File: src/rtl/regfile_past_pkg.sv
// -----------------------------------------------------------------------------
// regfile_past_pkg
//   Shared types and helpers for the regfile_past_pipe block.
//   - rf_state_e : controller states (CLEAR while wiping storage, RUN after)
//   - idx_w()    : index width needed to address 'depth' entries (min 1 bit)
// -----------------------------------------------------------------------------
package regfile_past_pkg;

    typedef enum logic {
        CLEAR = 1'b0,
        RUN   = 1'b1
    } rf_state_e;

    // Smallest w such that 2**w >= depth, never below 1 so a 2-entry file
    // still gets a real index bit.
    function automatic int idx_w(input int depth);
        int w;
        w = 32'sd1;
        for (int i = 1; i < 31; i++) begin
            if ((32'sd1 << i) < depth) begin
                w = i + 32'sd1;
            end else begin
                w = w;
            end
        end
        return w;
    endfunction

endpackage

File: src/rtl/regfile_past_pipe_past_shift.sv
// -----------------------------------------------------------------------------
// past_shift
//   History pipeline: slice k-1 of past_data holds din from k cycles ago, and
//   past_valid bit k-1 rises once k cycles have passed since reset release.
//   Reset (synchronous, active-low) flushes both to zero.
// Ports
//   clk        in   clock
//   rst_n      in   synchronous active-low reset
//   din        in   WIDTH     value to record this cycle
//   past_data  out  HIST*WIDTH delayed copies of din
//   past_valid out  HIST      per-slice validity, saturates at all ones
// -----------------------------------------------------------------------------
module past_shift #(
    parameter int WIDTH = 8,
    parameter int HIST  = 2
) (
    input  logic                  clk,
    input  logic                  rst_n,
    input  logic [WIDTH-1:0]      din,
    output logic [HIST*WIDTH-1:0] past_data,
    output logic [HIST-1:0]       past_valid
);

    logic [HIST*WIDTH-1:0] data_d, data_q;
    logic [HIST-1:0]       valid_d, valid_q;

    // Next history: shift one slice deeper and pull a 1 into the valid chain.
    always_comb begin
        data_d              = data_q;
        valid_d             = valid_q;
        data_d[0 +: WIDTH]  = din;
        valid_d[0]          = 1'b1;
        for (int k = 1; k < HIST; k++) begin
            data_d[k*WIDTH +: WIDTH] = data_q[(k-1)*WIDTH +: WIDTH];
            valid_d[k]               = valid_q[k-1];
        end
    end

    // History registers, flushed by reset.
    always_ff @(posedge clk) begin
        if (!rst_n) begin
            data_q  <= '0;
            valid_q <= '0;
        end else begin
            data_q  <= data_d;
            valid_q <= valid_d;
        end
    end

    assign past_data  = data_q;
    assign past_valid = valid_q;

endmodule

File: src/rtl/regfile_past_pipe.sv
// -----------------------------------------------------------------------------
// regfile_past_pipe
//   Register file that wipes itself after reset (one entry per cycle, DEPTH
//   cycles), one write port, one combinational read port, and a HIST-deep
//   history of read values (past_data[k-1] == rd_data delayed k cycles).
// Ports
//   clk, rst_n  clock, synchronous active-low reset
//   wr_valid/wr_ready/wr_idx/wr_data  write handshake; ready low while clearing
//   rd_idx/rd_data                    combinational read, 0 for idx >= DEPTH
//   past_data/past_valid              read history and its validity
//   clr_busy                          high while the clear sweep runs
// Build option
//   REGFILE_PAST_FORMAL_EN : compiles in immediate assume/assert/cover
//   statements (labels m_idx, a_rdy, a_wr, a_hist, c_last). Functional
//   behaviour is the same with or without it.
// -----------------------------------------------------------------------------
module regfile_past_pipe
    import regfile_past_pkg::*;
#(
    parameter  int DEPTH = 8,
    parameter  int WIDTH = 8,
    parameter  int HIST  = 2,
    localparam int IDX_W = idx_w(DEPTH)
) (
    input  logic                  clk,
    input  logic                  rst_n,
    input  logic                  wr_valid,
    output logic                  wr_ready,
    input  logic [IDX_W-1:0]      wr_idx,
    input  logic [WIDTH-1:0]      wr_data,
    input  logic [IDX_W-1:0]      rd_idx,
    output logic [WIDTH-1:0]      rd_data,
    output logic [HIST*WIDTH-1:0] past_data,
    output logic [HIST-1:0]       past_valid,
    output logic                  clr_busy
);

    // Pointer is one bit wider than the index so it never wraps.
    localparam logic [IDX_W:0] LAST_PTR = (IDX_W+1)'(DEPTH - 1);
    localparam logic [IDX_W:0] PTR_ONE  = (IDX_W+1)'(1);

    rf_state_e        state_d, state_q;
    logic [IDX_W:0]   clr_ptr_d, clr_ptr_q;
    logic [WIDTH-1:0] regs_d [DEPTH];
    logic [WIDTH-1:0] regs_q [DEPTH];
    logic             wr_fire_s;
    logic [WIDTH-1:0] rd_data_s;

    // Controller state and clear pointer; reset restarts the sweep at entry 0.
    always_ff @(posedge clk) begin
        if (!rst_n) begin
            state_q   <= CLEAR;
            clr_ptr_q <= '0;
        end else begin
            state_q   <= state_d;
            clr_ptr_q <= clr_ptr_d;
        end
    end

    // Next state: sweep every entry once, then stay in RUN until reset.
    always_comb begin
        state_d   = state_q;
        clr_ptr_d = clr_ptr_q;
        case (state_q)
            CLEAR: begin
                clr_ptr_d = clr_ptr_q + PTR_ONE;
                if (clr_ptr_q == LAST_PTR) begin
                    state_d = RUN;
                end else begin
                    state_d = CLEAR;
                end
            end
            RUN: begin
                state_d = RUN;
            end
            default: begin
                state_d   = CLEAR;
                clr_ptr_d = '0;
            end
        endcase
    end

    // Handshake/status outputs decoded from the state flop.
    always_comb begin
        wr_ready = 1'b0;
        clr_busy = 1'b1;
        case (state_q)
            CLEAR: begin
                wr_ready = 1'b0;
                clr_busy = 1'b1;
            end
            RUN: begin
                wr_ready = 1'b1;
                clr_busy = 1'b0;
            end
            default: begin
                wr_ready = 1'b0;
                clr_busy = 1'b1;
            end
        endcase
    end

    assign wr_fire_s = wr_valid && wr_ready;

    // Storage update: clear one entry per CLEAR cycle, otherwise take the
    // accepted write. Out-of-range write indices match no entry and vanish.
    always_comb begin
        regs_d = regs_q;
        for (int i = 0; i < DEPTH; i++) begin
            if ((state_q == CLEAR) && (clr_ptr_q == (IDX_W+1)'(i))) begin
                regs_d[i] = '0;
            end else if ((state_q == RUN) && wr_fire_s && (wr_idx == IDX_W'(i))) begin
                regs_d[i] = wr_data;
            end else begin
                regs_d[i] = regs_q[i];
            end
        end
    end

    // Storage array; contents are wiped by the CLEAR sweep, not by reset.
    always_ff @(posedge clk) begin
        regs_q <= regs_d;
    end

    // Read mux from the registered array only: a same-cycle write is not
    // forwarded, and unmatched (out-of-range) indices read zero.
    always_comb begin
        rd_data_s = '0;
        for (int i = 0; i < DEPTH; i++) begin
            rd_data_s = (rd_idx == IDX_W'(i)) ? regs_q[i] : rd_data_s;
        end
    end

    assign rd_data = rd_data_s;

    past_shift #(
        .WIDTH (WIDTH),
        .HIST  (HIST)
    ) u_past_shift (
        .clk        (clk),
        .rst_n      (rst_n),
        .din        (rd_data_s),
        .past_data  (past_data),
        .past_valid (past_valid)
    );

`ifdef REGFILE_PAST_FORMAL_EN
    // Environment constraint, handshake exclusivity, write visibility, cover.
    always @(posedge clk) begin
        if (rst_n) begin
            m_idx: assume ({1'b0, wr_idx} < (IDX_W+1)'(DEPTH));
            a_rdy: assert (!(wr_ready && clr_busy));
            if ($past(rst_n) && $past(wr_valid && wr_ready) && (rd_idx == $past(wr_idx))) begin
                a_wr: assert (rd_data == $past(wr_data));
            end
            c_last: cover ($past(wr_valid && wr_ready && (wr_idx == IDX_W'(DEPTH - 1)))
                           && (rd_idx == IDX_W'(DEPTH - 1)));
        end
    end

    for (genvar k = 1; k <= HIST; k++) begin : g_hist
        // Each valid history slice must equal rd_data from k cycles back.
        always @(posedge clk) begin
            if (rst_n && past_valid[k-1]) begin
                a_hist: assert (past_data[(k-1)*WIDTH +: WIDTH] == $past(rd_data, k));
            end
        end
    end
`endif

endmodule

File: config.mk
export PLATFORM = sky130hd
export DESIGN_NAME = regfile_past_pipe
export DESIGN_NICKNAME = d
export VERILOG_FILES = /design/src/rtl/regfile_past_pkg.sv /design/src/rtl/regfile_past_pipe_past_shift.sv /design/src/rtl/regfile_past_pipe.sv
export SDC_FILE = /design/constraint.sdc
export NUM_CORES = 1
export LEC_CHECK = 0
export BUFFER_PORTS_ARGS = -buffer_cell sky130_fd_sc_hd__buf_2
export CELL_PAD_IN_SITES_DETAIL_PLACEMENT = 1
export CELL_PAD_IN_SITES_GLOBAL_PLACEMENT = 1
export CORE_MARGIN = 2
export CORE_UTILIZATION = 44
export DETAILED_ROUTE_END_ITERATION = 16
export PLACE_DENSITY = 0.9
export SYNTH_ARGS = -nofsm -noshare
export SYNTH_HDL_FRONTEND = slang
export SYNTH_HIERARCHICAL = 1
export SYNTH_SLANG_ARGS = --single-unit
export TNS_END_PERCENT = 5
File: constraint.sdc
create_clock -name clk -period 1.65 [get_ports clk]
set_input_delay 0.165 -clock clk [delete_from_list [all_inputs] [get_ports clk]]
set_output_delay 0.165 -clock clk [all_outputs]
set_load 0.005 [all_outputs]
; Word level (Yosys, flattened, before mapping)
; Index checks and enable logic that the tools add are counted.
[op_classes]
mux = 13
n_eq_ne = 21
n_bitwise = 1
add_sub_neg = 1
n_reduce_logical = 21
[ops]
columns = op, count
row1 = 2-to-1 mux 8 bit, 8
row2 = == test 3 bit (second input constant), 8
row3 = logical AND 1 bit, 18
row4 = == test 4 x 3 -> 1 bit (second input constant), 4
row5 = == test 3 x 2 -> 1 bit (second input constant), 4
row6 = == test 4 x 2 -> 1 bit (second input constant), 2
row7 = == test 3 x 1 -> 1 bit (second input constant), 2
row8 = zero test 3 bit, 2
row9 = one-hot mux 1 bit (2 select lines), 3
row10 = adder 4 x 1 -> 4 bit (second input constant), 1
row11 = == test 4 x 1 -> 1 bit (second input constant), 1
row12 = zero test 4 bit, 1
row13 = 2-to-1 mux 1 bit, 2
row14 = inverter 1 bit, 1
[totals]
word_cells = 70
output_inout_bits = 28
ff_bits = 87

; Depth between registers and ports, before layout
; Gate-level depths: netlist (run 1).
[logic_depth]
ltp_word = 9
depth_mapped = 6
depth_no_buf = 5

; Cells and area by module
; The synthesis (run 1) kept the hierarchy.
[modules_own_cells]
columns = module, area_each_um2, seq_area_each_um2, instances, cells_per_inst
row1 = regfile_past_pipe, 3321.9, 1381.3, 1, 374
row2 = past_shift, 494.2, 360.3, 1, 36

; Worst setup path before layout (run 1)
; OpenSTA, ideal clock, no wires.
[synth_path]
kind = input to register
startpoint = input port rd_idx[0]
endpoint = register u_past_shift.data_q[0] (netlist: u_past_shift/past_data[0])
arrival_ns = 1.395
setup_slack_ns = 0.139
setup_time_ns = 0.116
path_buffers = 2
required_ns = 1.534
path_stages = 5
cell_sequence = buf_6 buf_12 mux4_1 mux2_2 and2_2
[synth_via]
elab_chain_len = 9
word_cells_on_any_way = 16
[synth_lines]
columns = item, line
row1 = from (decl), regfile_past_pipe.sv:31  ; input logic [IDX_W-1:0] rd_idx,
row2 = zero test 3 bit, regfile_past_pipe.sv:130  ; rd_data_s = (rd_idx == IDX_W'(i)) ? regs_q[i] : rd_data_s;
row3 = 2-to-1 mux 8 bit (7 in series), regfile_past_pipe.sv:130
row4 = 2-to-1 mux 8 bit (*), regfile_past_pipe.sv:130
row5 = net rd_data[0], regfile_past_pipe.sv:32  ; output logic [WIDTH-1:0] rd_data,
row6 = to (signal assigned), regfile_past_pipe_past_shift.sv:45  ; data_q <= data_d;
row7 = to (decl), regfile_past_pipe_past_shift.sv:24  ; logic [HIST*WIDTH-1:0] data_d, data_q;
; Mark *: on every way through the listed nets, which the timed path passes. The rest lies on a longest branch.
; A chain may end at the register's enable or synchronous reset.

; Worst setup path after layout (run 1)
[layout_path]
startpoint = register regs_q[22] (netlist bit)
endpoint = output port rd_data[6]
[layout_via]
elab_chain_len = 3
[layout_lines]
columns = item, line
row1 = from (decl), regfile_past_pipe.sv:45  ; logic [WIDTH-1:0] regs_q [DEPTH];
row2 = from (signal assigned), regfile_past_pipe.sv:122  ; regs_q <= regs_d;
row3 = 2-to-1 mux 8 bit (3 in series), regfile_past_pipe.sv:130
row4 = to (decl), regfile_past_pipe.sv:32
; No other way between the ends.

==> results of run 1 <==
==> cells by family (layout without fill, tap and decap cells) <==
kind of cell	count (synthesis)	after routing
multiplexers	25	25
buffers and inverters	51	85
flip-flops	87	87
AO/OA/AOI/OAI	65	65
XOR/XNOR	3	3
AND/OR/NAND/NOR	175	175
adder cells (fa/ha/maj)	4	4
==> worst min-delay path by stage <==
stage,cells past startpoint,slack [ns],end
detailed placement,2,0.44,regs_q[38]$_SDFFE_PP0P_
finish,1,0.1,u_past_shift/past_valid[0]$_DFF_P_
global placement,2,0.43,regs_q[37]$_SDFFE_PP0P_
CTS,1,0.1,u_past_shift/past_valid[0]$_DFF_P_
floorplan,0,0.19,u_past_shift/past_valid[0]$_DFF_P_
global route,1,0.13,u_past_shift/past_valid[0]$_DFF_P_
==> stage by stage <==
step	cells	util [%]
6_report	549	52.9
5_1_grt	549	52.9
4_1_cts	549	52.8
3_5_place_dp	532	49.8
3_3_place_gp	532	49.8
2_1_floorplan	410	-
==> synth_stat cells, types with 4 or more instances <==
library cell | n | share of area (%)
and2_2 | 13 | 2.6
mux4_1 | 16 | 11
and2_0 | 4 | 0.66
o21ai_0 | 54 | 7.1
nand3_1 | 63 | 8.3
nand4bb_1 | 4 | 1.2
or4b_1 | 4 | 1.0
nand2_1 | 65 | 6.4
o21ai_1 | 10 | 1.3
buf_1 | 8 | 0.79
and2_1 | 12 | 2.0
buf_2 | 14 | 1.8
ha_1 | 4 | 1.3
clkbuf_1 | 21 | 2.1
mux2_2 | 8 | 2.4
dfxtp_1 | 87 | 46
==> power groups by stage <==
stage / sequential [mW] / combinational [mW] / clock (mW)
after floorplan: 2.74 / 0.632 / 0
after global placement: 2.88 / 0.861 / 0
after detailed placement: 2.89 / 0.926 / 0
after CTS: 2.92 / 1.11 / 1.44
after global routing: 2.98 / 1.22 / 1.53
final: 2.96 / 1.13 / 1.45
==> worst max-delay path: cells and delay by family (launching register included) <==
kind | cells | cell delay, ns
muxes | 2 | 0.80
buffers and inverters | 1 | 0.13
DFF | 1 | 0.35
==> flip-flops by register name, indices dropped and copies added, names as in the netlist <==
register,flops
u_past_shift/past_data,16
state_q,1
clr_ptr_q,4
regs_q,64
u_past_shift/past_valid,2
==> cell type report <==
class	instances	area, µm²	share of cell area (%)
multi-input cells	272	1820	41.4
flip-flops and latches	87	1780	40.5
repair buffers	66	473	10.8
well taps	105	131	2.99
clock buffers	10	128	2.91
clock inverters	6	53.8	1.23
inverters	3	11.3	0.257
==> layer usage <==
layer | up-vias | GRT usage [%] | share of wire (%)
met5 | - | 0 | 0
met4 | 0 | 17.7 | 5.6
met3 | 70 | 7.27 | 10
met2 | 254 | 46.2 | 47
met1 | 1687 | 33.3 | 37
li1 | 1456 | - | -
==> repair_timing <==
item / in CTS / in global routing
setup endpoints to repair: 14 / 41
buffers inserted: 1 / 0
gates resized for setup: 55 / 10
pin swaps: 0 / 0
endpoints found under the hold margin: 0 / 0
==> results.json, run 1 <==
{
  "status": "finished, violations left",
  "violations": "setup timing",
  "finClkSkew_ns": 0.0107,
  "finalPower_mw": 5.54,
  "p_leak_nw": 1.79,
  "setup_ws_ns": -0.167,
  "gp_congestion": 0.944,
  "fp-row-count": 33,
  "synth.area.mux_share_pct": 13.6,
  "yosys_register_bits": 87,
  "power_frac_comb_pct": 20.4,
  "grt_pass1_wl_um": 20500,
  "overflow": 0,
  "drv_slew": 0,
  "clock_sinks": 87,
  "yosys.area_share.adder_pct": 1.31,
  "layout_common_cells": "nand2_1, nand3_1, dfxtp_1",
  "die_area_um2": 9430,
  "wl_um": 13300,
  "cts_buffers": 9,
  "path_class": "register to primary output",
  "avgRoutedWirePerCell_um": 24.2,
  "synth_compound_area_share_pct": 8.59,
  "yosysSeqAreaShare_pct": 45.6,
  "synth_xor_area_share_pct": 0.689,
  "period_share_pct": 110,
  "synthSimpleGateAreaFrac_pct": 23.7,
  "maxCapViolations": 0,
  "slowest_stage": "mux4_2",
  "postCtsHoldBufs": 0,
  "yosysUniqueCellTypes": 31,
  "syn_nets": 431,
  "drtIter0Drc": 406,
  "grt_pass1_vias": 3519,
  "grt_usage_pct": 28.3,
  "rsz0062_at_grt": "yes",
  "critPathCaptureType": "primary output",
  "vias": 3467,
  "synth_edf_count": 0,
  "first_pass_iters": 5,
  "arrival_ns": 1.65,
  "seqPwrFrac_pct": 53.5,
  "fin_nets": 460,
  "port_buffers": 44,
  "ys.flop_type": "dfxtp_1",
  "r2r_end": "regs_q[46]$_SDFFE_PP0P_",
  "placed_area_um2": 4130,
  "p_clk_share_pct": 26.1,
  "dp_hpwl_um": 8130,
  "power.internal_mw": 3.75,
  "start_util_pct": 46.0,
  "route.detailed.drc": 0,
  "ir_worst_vdd_mv": 0.484,
  "swShare_pct": 32.3,
  "pre_cts_slack_ns": -0.0180,
  "core-area_um2": 8300,
  "setup_viol": 8,
  "yosys_warnings": 6,
  "fp.dieH_um": 97.1,
  "r2r_cells": 5,
  "clk_path_buf_depth": 2,
  "r2r_setup_slack_ns": 0.05,
  "min_path_type": "input pin to register",
  "cts.clk_slew.worst_paths_ns": 0.10,
  "vias_per_cell": 6.32,
  "endpoint": "rd_data[6]",
  "postRouteAntennaNets": 0,
  "net-switching-power_mw": 1.79,
  "clock_latency_ns": 0.37,
  "max_slew_margin_pct": 67.8,
  "synth_area_um2": 3820,
  "syn_inst": 410,
  "hold_ws_ns": 0.0985,
  "antenna_found_initial": 0,
  "critical_path.cell_chain": "mux4_2 -> mux2_4 -> buf_6",
  "fillers": 957,
  "root_buffer": "clkbuf_8",
  "fin_area_um2": 4390,
  "crit_start": "regs_q[22]$_SDFFE_PP0P_",
  "syn_to_final_growth_pct": 15.0,
  "required_ns": 1.48,
  "p_per_area_nw_per_um2": 1260,
  "min_period_ns": 1.82,
  "cts_tree": "done",
  "async_reset_ff_share_pct": 0,
  "cp_max_fo": 2,
  "antenna_cells": 0,
  "cp_slowest_stage_delay_ns": 0.50,
  "fmax_mhz": 550,
  "ios": 45,
  "ctsHtreeMaxLevel": 3,
  "timing.rr.start": "clr_ptr_q[0]$_SDFFE_PN0N_",
  "worst_setup_path_start_kind": "register",
  "synth_top_family_by_area": "simple AND/OR/NAND/NOR gates",
  "min_from": "rst_n",
  "die_w_um": 97.1,
  "tns_ns": -0.999,
  "final_hold_viol_count": 0,
  "layout_commonest_cell": "nand2_1",
  "drive_above_1_share_pct": 33.6,
  "synth_area_per_cell_um2": 9.31,
  "grt_max_degree": 24,
  "worst_pin_slew_ns": 0.480
}
Power figures use the tool's default switching activity.
==> run 2: changes to the inputs <==
Settings changed: SETUP_SLACK_MARGIN set to 0.15.
==> results.json, run 2 (synthesis gave the netlist of run 1 again) <==
{
  "die_area_um2": 9430,
  "fp.dieH_um": 97.1,
  "largest_register_ffs": 64,
  "drv_slew": 0,
  "route.detailed.drc": 0,
  "clock_sinks": 87,
  "dp_hpwl_um": 8530,
  "worst_setup_path_start_kind": "register",
  "wl_um": 13300,
  "overflow": 0,
  "layout_common_cells": "dfxtp_1, nand3_1, nand2_1",
  "hold_ws_ns": 0.109,
  "port_buffers": 44,
  "fin_util_pct": 54.9,
  "antenna_cells": 0,
  "first_pass_iters": 7,
  "cts_buffers": 9,
  "period_share_pct": 110,
  "grt_pass1_wl_um": 20500,
  "grt_max_degree": 26,
  "cp_max_fo": 2,
  "final_hold_viol_count": 0,
  "postCtsHoldBufs": 0,
  "path_class": "register to primary output",
  "vias": 3435,
  "multi_input_area_um2": 1940,
  "max_slew_margin_pct": 71.0,
  "min_period_ns": 1.81,
  "drtIter0Drc": 394,
  "setup_viol": 8,
  "syn_to_final_growth_pct": 19.4,
  "postRouteAntennaNets": 0,
  "seq_area_um2": 1780,
  "cts.clk_slew.worst_paths_ns": 0.10,
  "core-area_um2": 8300,
  "layout_commonest_cell": "dfxtp_1",
  "arrival_ns": 1.64,
  "required_ns": 1.48,
  "finClkSkew_ns": 0.0142,
  "vias_per_cell": 6.22,
  "antenna_found_initial": 0,
  "gp_congestion": 0.836,
  "critPathCaptureType": "primary output",
  "min_path_type": "input pin to register",
  "grt_usage_pct": 28.0,
  "regMostFlops": "regs_q",
  "fmax_mhz": 553,
  "grt_pass1_vias": 3691,
  "rsz0062_at_grt": "yes",
  "ctsHtreeMaxLevel": 3,
  "maxCapViolations": 0,
  "setup_ws_ns": -0.157,
  "ir_worst_vdd_mv": 0.568,
  "p_leak_nw": 1.87,
  "ios": 45,
  "avgRoutedWirePerCell_um": 24.0,
  "status": "finished, violations left",
  "clk_path_buf_depth": 2,
  "fp-row-count": 33,
  "root_buffer": "clkbuf_8",
  "drive_above_1_share_pct": 39.4,
  "die_w_um": 97.1,
  "start_util_pct": 46.0,
  "clock_latency_ns": 0.38,
  "fin_nets": 463,
  "fillers": 933,
  "violations": "setup timing",
  "cts_tree": "done",
  "worst_pin_slew_ns": 0.435,
  "p_per_area_nw_per_um2": 1230
}
-- run 2: cell count changes in the layout (fill, tap and decap cells not counted), moves of 3 or more --
cell,delta
o21ai_0,-16
o21ai_2,+5
dfxtp_2,-6
nand2_1,-11
ha_4,+3
ha_1,-4
o21ai_1,+11
and2_1,-4
nand2_2,+9
dfxtp_1,+4
and2_2,+4
-- run 2: where the power goes --
part | internal, mW | switching (mW)
Clock | 0.715 | 0.847
Combinational | 0.624 | 0.566
Sequential | 2.56 | 0.307
Total | 3.90 | 1.72
-- run 2: path summary, 6_finish.rpt --
kind,to,slack (ns),from,cells past startpoint
setup / recovery,rd_data[4],-0.16,regs_q[36]$_SDFFE_PP0P_,3
setup reg to reg,regs_q[62]$_SDFFE_PP0P_,0.10,clr_ptr_q[0]$_SDFFE_PN0N_,5
hold / removal,u_past_shift/past_valid[0]$_DFF_P_,0.11,rst_n,1
hold reg to reg,regs_q[34]$_SDFFE_PP0P_,0.46,regs_q[34]$_SDFFE_PP0P_,2
-- run 2: layout make-up --
type,count,share of cell area [%]
Sequential cell,87,39.0
Multi-Input combinational cell,272,42.5
Clock inverter,6,1.51
Timing Repair Buffer,69,11.0
Tap cell,105,2.88
Inverter,3,0.357
Clock buffer,10,2.80
-- run 2: what timing repair did --
action	in CTS	in global routing
pin swaps	0	13
setup endpoints to repair	72	43
hold endpoints to repair	0	0
gates resized for setup	48	61
buffers inserted	1	0
-- run 2: layer usage --
metal	global-route usage (%)	vias to the layer above	routed length, µm
met5	0	-	0
met3	6.98	54	1140
met1	33.4	1693	5110
met2	47.0	222	6550
li1	-	1466	-
met4	14.0	0	463
-- run 2: critical path, cell delays in order, from the launching register on --
cell and delay, ns:
dfxtp_2 0.34, mux4_2 0.50, mux2_4 0.31, buf_6 0.12
-- run 2: metrics by stage --
step / power, mW / TNS (ns) / cell area [µm²] / setup slack (ns) / std cells
floorplan: 3.41 / 0 / 3840 / 0.142 / 410
global placement: 3.69 / 0 / 4160 / 0.0448 / 535
detailed placement: 3.83 / -0.0205 / 4160 / -0.00991 / 535
CTS: 5.48 / -0.977 / 4450 / -0.144 / 552
global route: 5.83 / -1.32 / 4560 / -0.185 / 552
finish: 5.62 / -1.09 / 4560 / -0.157 / 552
